`config.mk`:
```
export PLATFORM = sky130hd
export DESIGN_NAME = mpuc_rot8
export DESIGN_NICKNAME = d
export VERILOG_FILES = /design/src/rtl/mpuc_pkg.sv /design/src/rtl/mpuc_cmul_const.sv /design/src/rtl/mpuc_rot8.sv
export SDC_FILE = /design/constraint.sdc
export NUM_CORES = 1
export LEC_CHECK = 0
export BUFFER_PORTS_ARGS = -buffer_cell sky130_fd_sc_hd__buf_2
export CAP_MARGIN = 20
export CORE_MARGIN = 3
export CORE_UTILIZATION = 50
export DETAILED_ROUTE_END_ITERATION = 8
export GPL_ROUTABILITY_DRIVEN = 0
export PLACE_DENSITY_LB_ADDON = 0.05
export SYNTH_ARGS = -nofsm -noshare
export SYNTH_HDL_FRONTEND = slang
export SYNTH_HIERARCHICAL = 1
export SYNTH_SLANG_ARGS = --single-unit
```
`constraint.sdc`:
```
create_clock -name CLK -period 5.3 [get_ports CLK]
set_clock_uncertainty 0.1 [all_clocks]
set_input_delay 0 -clock CLK [delete_from_list [all_inputs] [get_ports CLK]]
set_output_delay 0 -clock CLK [all_outputs]
set_load 0.02 [all_outputs]
```
`src/rtl/mpuc_pkg.sv`:
```
// Shared types and helpers for the eighth-turn complex rotator.
// Coefficient generation and the quadrant swap/negate table live here.
package mpuc_pkg;

    typedef logic [2:0] rot_t;
    typedef logic signed [31:0] cval_t;

    typedef struct packed {
        cval_t re;
        cval_t im;
    } cpair_t;

    // Elaboration-time only: round(cos(pi/4) * 2^cb).
    function automatic int c707(input int cb);
        return $rtoi(0.70710678118654752 * (2.0 ** cb) + 0.5);
    endfunction

    // Multiply (x + jy) by (-j)^m.
    function automatic cpair_t quad_rot(input cval_t x, input cval_t y, input logic [1:0] m);
        cpair_t r;
        case (m)
            2'd0:    begin r.re = x;  r.im = y;  end
            2'd1:    begin r.re = y;  r.im = -x; end
            2'd2:    begin r.re = -x; r.im = -y; end
            default: begin r.re = -y; r.im = x;  end
        endcase
        return r;
    endfunction

endpackage

```
`src/rtl/mpuc_cmul_const.sv`:
```
// Signed operand times round(0.7071*2^CB), scaled by 2^-CB (floor, or round-half-up with MPUC_ROUND_EN).
// Latency: 1 ED edge; BYP passes the operand through unscaled with the same latency.
// Backpressure: none; ED=0 freezes the result register.
module mpuc_cmul_const
    import mpuc_pkg::*;
#(
    parameter int W1 = 17,
    parameter int CB = 16
) (
    input  logic                 CLK,
    input  logic                 RST,
    input  logic                 ED,
    input  logic                 BYP,
    input  logic signed [W1-1:0] A,
    output logic signed [W1-1:0] P
);

    localparam int PW = W1 + CB + 2;
    localparam logic signed [PW-1:0] CK = PW'(c707(CB));
`ifdef MPUC_ROUND_EN
    localparam logic signed [PW-1:0] HALF = PW'(1) <<< (CB - 1);
`else
    localparam logic signed [PW-1:0] HALF = '0;
`endif

    logic signed [PW-1:0] prod;
    logic signed [PW-1:0] rnd;
    logic signed [PW-1:0] q;
    logic                 unused_hi;

    // The magnitude of q is below 2^(W1-1), so the upper bits are pure sign copies.
    always_comb begin
        prod = PW'(A) * CK;
        rnd  = prod + HALF;
        q    = rnd >>> CB;
    end

    assign unused_hi = ^q[PW-1:W1];

    always_ff @(posedge CLK) begin
        if (RST) begin
            P <= '0;
        end else if (ED) begin
            P <= BYP ? A : q[W1-1:0];
        end
    end

endmodule

```
`src/rtl/mpuc_rot8.sv`:
```
// Complex rotator: (DR + jDI) * e^(-j*k*pi/4), k per sample; rounding mode via MPUC_ROUND_EN.
// Latency: result and RDY at ED edge n+3 for DS at ED edge n; one sample per 2 ED edges.
// Backpressure: none; DS during the second phase is dropped and sets sticky ERR.
module mpuc_rot8
    import mpuc_pkg::*;
#(
    parameter int W  = 16,
    parameter int CB = 16
) (
    input  logic                CLK,
    input  logic                RST,
    input  logic                ED,
    input  logic                DS,
    input  rot_t                ROT,
    input  logic signed [W-1:0] DR,
    input  logic signed [W-1:0] DI,
    output logic signed [W:0]   DOR,
    output logic signed [W:0]   DOI,
    output logic                RDY,
    output logic                ERR
);

    typedef enum logic {PH0, PH1} phase_t;

    phase_t            state;
    phase_t            state_nxt;
    logic              accept;
    logic              proto_err;
    logic signed [W-1:0] a_r;
    logic signed [W-1:0] b_r;
    rot_t              k_r;
    logic [1:0]        m_mul;
    logic [1:0]        m_x;
    logic signed [W:0] op_nxt;
    logic signed [W:0] op_q;
    logic              byp_nxt;
    logic              byp_q;
    logic signed [W:0] mul_p;
    logic signed [W:0] x_q;
    logic              v_mul;
    logic              v_x;
    cpair_t            rot_res;
    logic              unused_rot;

    always_ff @(posedge CLK) begin
        if (RST) begin
            state <= PH0;
        end else if (ED) begin
            state <= state_nxt;
        end
    end

    // Phase 0 feeds s (or a) straight from the inputs; phase 1 feeds d (or b) from the held sample.
    always_comb begin
        state_nxt = state;
        accept    = 1'b0;
        proto_err = 1'b0;
        op_nxt    = '0;
        byp_nxt   = 1'b1;
        case (state)
            PH0: begin
                accept  = DS;
                byp_nxt = ~ROT[0];
                op_nxt  = ROT[0] ? ((W+1)'(DR) + (W+1)'(DI)) : (W+1)'(DR);
                if (DS) state_nxt = PH1;
            end
            PH1: begin
                proto_err = DS;
                byp_nxt   = ~k_r[0];
                op_nxt    = k_r[0] ? ((W+1)'(b_r) - (W+1)'(a_r)) : (W+1)'(b_r);
                state_nxt = PH0;
            end
            default: state_nxt = PH0;
        endcase
    end

    mpuc_cmul_const #(
        .W1 (W + 1),
        .CB (CB)
    ) u_cmul (
        .CLK (CLK),
        .RST (RST),
        .ED  (ED),
        .BYP (byp_q),
        .A   (op_q),
        .P   (mul_p)
    );

    assign rot_res    = quad_rot(cval_t'(x_q), cval_t'(mul_p), m_x);
    assign unused_rot = ^{rot_res.re[31:W+1], rot_res.im[31:W+1]};

    always_ff @(posedge CLK) begin
        if (RST) begin
            a_r   <= '0;
            b_r   <= '0;
            k_r   <= '0;
            m_mul <= '0;
            m_x   <= '0;
            op_q  <= '0;
            byp_q <= 1'b1;
            x_q   <= '0;
            v_mul <= 1'b0;
            v_x   <= 1'b0;
            DOR   <= '0;
            DOI   <= '0;
            RDY   <= 1'b0;
            ERR   <= 1'b0;
        end else if (ED) begin
            if (accept) begin
                a_r <= DR;
                b_r <= DI;
                k_r <= ROT;
            end
            if (proto_err) ERR <= 1'b1;
            op_q  <= op_nxt;
            byp_q <= byp_nxt;
            // k_r is stable for two edges after accept, so a free-running delay line tracks the sample.
            m_mul <= k_r[2:1];
            m_x   <= m_mul;
            v_mul <= (state == PH1);
            v_x   <= v_mul;
            if (v_mul) x_q <= mul_p;
            RDY <= v_x;
            if (v_x) begin
                DOR <= rot_res.re[W:0];
                DOI <= rot_res.im[W:0];
            end
        end
    end

endmodule

```
==> metrics.md <==
| Metric | Value |
|---|---|
| Share of cells above drive strength 1 | `0.165` |
| Endpoint class of the critical path | `flip-flop` |
| Syn_nets | `1896` |
| Max stage delay on crit path | `540 ps` |
| Fillers | `2334` |
| ANT nets after route | `0` |
| CP Cell Sequence | `ha_4 > inv_2 > fa_1 > inv_1 > fa_1 > fa_1 > fa_1 > inv_2 > fa_1 > inv_2 > ha_4 > and4_4 > and3_4 > a32oi_4 > a21oi_4 > a311oi_2 > xor2_1 > o211ai_1 > o211a_1` |
| P&R area growth vs syn | `18.7%` |
| Arr. time, crit path | `5540 ps` |
| CTS Buf Count | `17` |
| GRT Total Usage | `0.263` |
| Final Max Slew Viols | `0` |
| Crit path max-delay cell type | `fa_1` |
| Number of global-route vias before repair | `11578` |
| Max Root-Sink Buffers | `2` |
| WL/cell | `18.0 um` |
| Core area | `25500 um2` |
| Warnings, synthesis | `6` |
| Most common cell after layout, fill and taps aside | `inv_1` |
| Synth async-reset ratio | `0` |
| Tcrit/Tclk final | `0.994` |
| Final core utilization | `0.612` |
| Min cycle time layout | `5270 ps` |
| Pwr per Cell Area | `413 nW/um2` |
| N_diodes | `0` |
| Leakage power | `7.27 nW` |
| FP Rows | `58` |
| Startpoint class of the critical path | `flip-flop` |
| Die area | `28300 um2` |
| Number of port buffers | `74` |
| Initial Util | `0.516` |
| Worst setup path class | `reg -> reg` |
| First-pass GRT wire length | `60.5 mm` |
| Initial DRC count | `705` |
| Total gr overflow | `0` |
| Max-cap violations | `0` |
| Max_slew headroom | `0.327` |
| H-tree levels | `4` |
| Slew @ Worst Pin | `1010 ps` |
| Fin cells | `2085` |
| Total negative slack | `0 ps` |
| Commonest non-fill, non-tap cells in the layout | `209 x inv_1, 206 x nand2_1, 152 x ha_1` |
| Total routed wirelength | `37.6 mm` |
| Synthesized cell area | `13200 um2` |
| Final setup violation count | `0` |
| Die Wd | `168 um` |
| Post-layout net count | `2033` |
| Post-synth EDFFs | `0` |
| Post-Syn Area per Cell | `8.21 um2` |
| Number of I/O pins | `75` |
| Largest net degree at the start of global routing | `77` |
| Clk sinks | `130` |
| Antenna violations before repair | `0` |
| Hold Path Class | `in -> reg` |
| CTS tree | `built` |
| Skew-Pair Late Insertion Delay | `420 ps` |
| Cells after synthesis | `1605` |
| Most common cell on crit path | `fa_1` |
| Post-DP HPWL | `28.9 mm` |
| Worst EP required | `5570 ps` |
| DRC | `0` |
| Register bit total from synthesis | `130` |
| Detailed-route via count | `11805` |
| CTS root buf | `clkbuf_16` |
| Crit-path max FO | `6` |
| RSZ-0062 raised after global routing | `true` |
| Synth Flop Type | `dfxtp_1` |
| Peak supply drop | `0.285 mV` |
| TritonRoute pass-1 iters | `5` |
| R2R setup slack | `30 ps` |
| Status | `completed` |
| CTS clk-pin slew, worst paths | `70 ps` |
| Distinct cells, synth | `80` |
| Placed Cells | `2006` |
| Sequential area share after synthesis | `0.198` |
| Final Hold Fails | `0` |
| Vias per cell | `5.66` |
| Fmax | `0.190 GHz` |
| Die height | `168 um` |
-- repair_timing --
item                                    CTS  global route
hold buffers                             38             0
gates resized for setup                  10            55
hold endpoints to repair                 70             0
gates cloned                              0             0
pin swaps                                 6            56
endpoints found under the setup margin   13            14
setup buffers                             0             8
-- flip-flops by register name (all words and copies together) (netlist names), 2 cells and up --
register  cells
DOI          17
DOR          17
a_r          16
b_r          16
k_r           3
m_mul         2
m_x           2
op_q         17
u_cmul/P     17
x_q          17
-- metal layers --
layer | track usage | wire [um]
met5 | 0 | 0
met4 | 0.0882 | 1240
met3 | 0.0402 | 1680
met2 | 0.456 | 18100
met1 | 0.335 | 16600
-- final cells by class --
class | count | area [um2] | area share
flip-flops and latches | 130 | 2640 | 0.169
inverters | 219 | 822 | 0.0526
clock inverters | 13 | 164 | 0.0105
well taps | 330 | 413 | 0.0264
repair buffers | 199 | 1430 | 0.0914
multi-input cells | 1175 | 9710 | 0.621
clock buffers | 19 | 454 | 0.0290
-- critical path, delay by kind of cell, from the launching register on --
| kind | cells | cell delay (ps) |
|---|---|---|
| AO/OA/AOI/OAI | 5 | 940 |
| XOR/XNOR | 1 | 170 |
| adder cells (fa/ha/maj) | 7 | 3030 |
| AND/OR/NAND/NOR | 2 | 410 |
| flip-flops | 1 | 370 |
| buffers and inverters | 4 | 170 |
-- kinds of logic after synthesis --
| kind of cell | Yosys count | synth area share |
|---|---|---|
| fa+ha+maj | 252 | 0.288 |
| mux | 34 | 0.0357 |
| compound gates | 407 | 0.203 |
| buf+inv | 300 | 0.0873 |
| flops | 130 | 0.198 |
| simple gates | 432 | 0.154 |
| xor+xnor | 50 | 0.0332 |
-- worst paths after layout --
kind	cells past startpoint	startpoint	end
worst max-delay path	19	op_q[9]	u_cmul/P[14]
worst min-delay path	4	ROT[2]	k_r[2]
worst max register to register	19	op_q[9]	u_cmul/P[14]
worst min register to register	1	DOR[12]	DOR[12]
-- metrics by stage --
step           area (um2)  setup slack [ps]  power [W]  hold WS (ps)
2_1_floorplan       13200              30.1    0.00369          36.0
3_3_place_gp        14300             -54.9    0.00479           143
3_5_place_dp        14300              -148    0.00484           156
4_1_cts             15300             -9.85    0.00621           255
5_1_grt             15600              -183    0.00705           275
6_report            15600              30.4    0.00646           274
-- synth_stat cells (19+ instances only) --
master,instances,share of area
mux2i_1,20,0.015
a211oi_1,23,0.013
nor3_1,24,0.0091
a21o_1,34,0.019
nand2_1,207,0.059
xnor2_1,27,0.018
nor2b_1,22,0.010
nor2_1,81,0.023
o211ai_1,21,0.012
nand3_1,20,0.0076
a31oi_1,19,0.0090
a21oi_1,135,0.051
o21ai_0,64,0.024
xor2_1,23,0.015
clkbuf_1,68,0.019
fa_1,86,0.13
dfxtp_1,130,0.20
inv_1,218,0.062
ha_1,166,0.16
-- where the power goes --
group / leakage [nW] / switching, W / total, W / internal (W)
Sequential: 1.07 / 0.0000932 / 0.00112 / 0.00103
Combinational: 5.91 / 0.00218 / 0.00408 / 0.00189
Clock: 0.297 / 0.000523 / 0.00126 / 0.000740
Power figures use the tool's default switching activity.
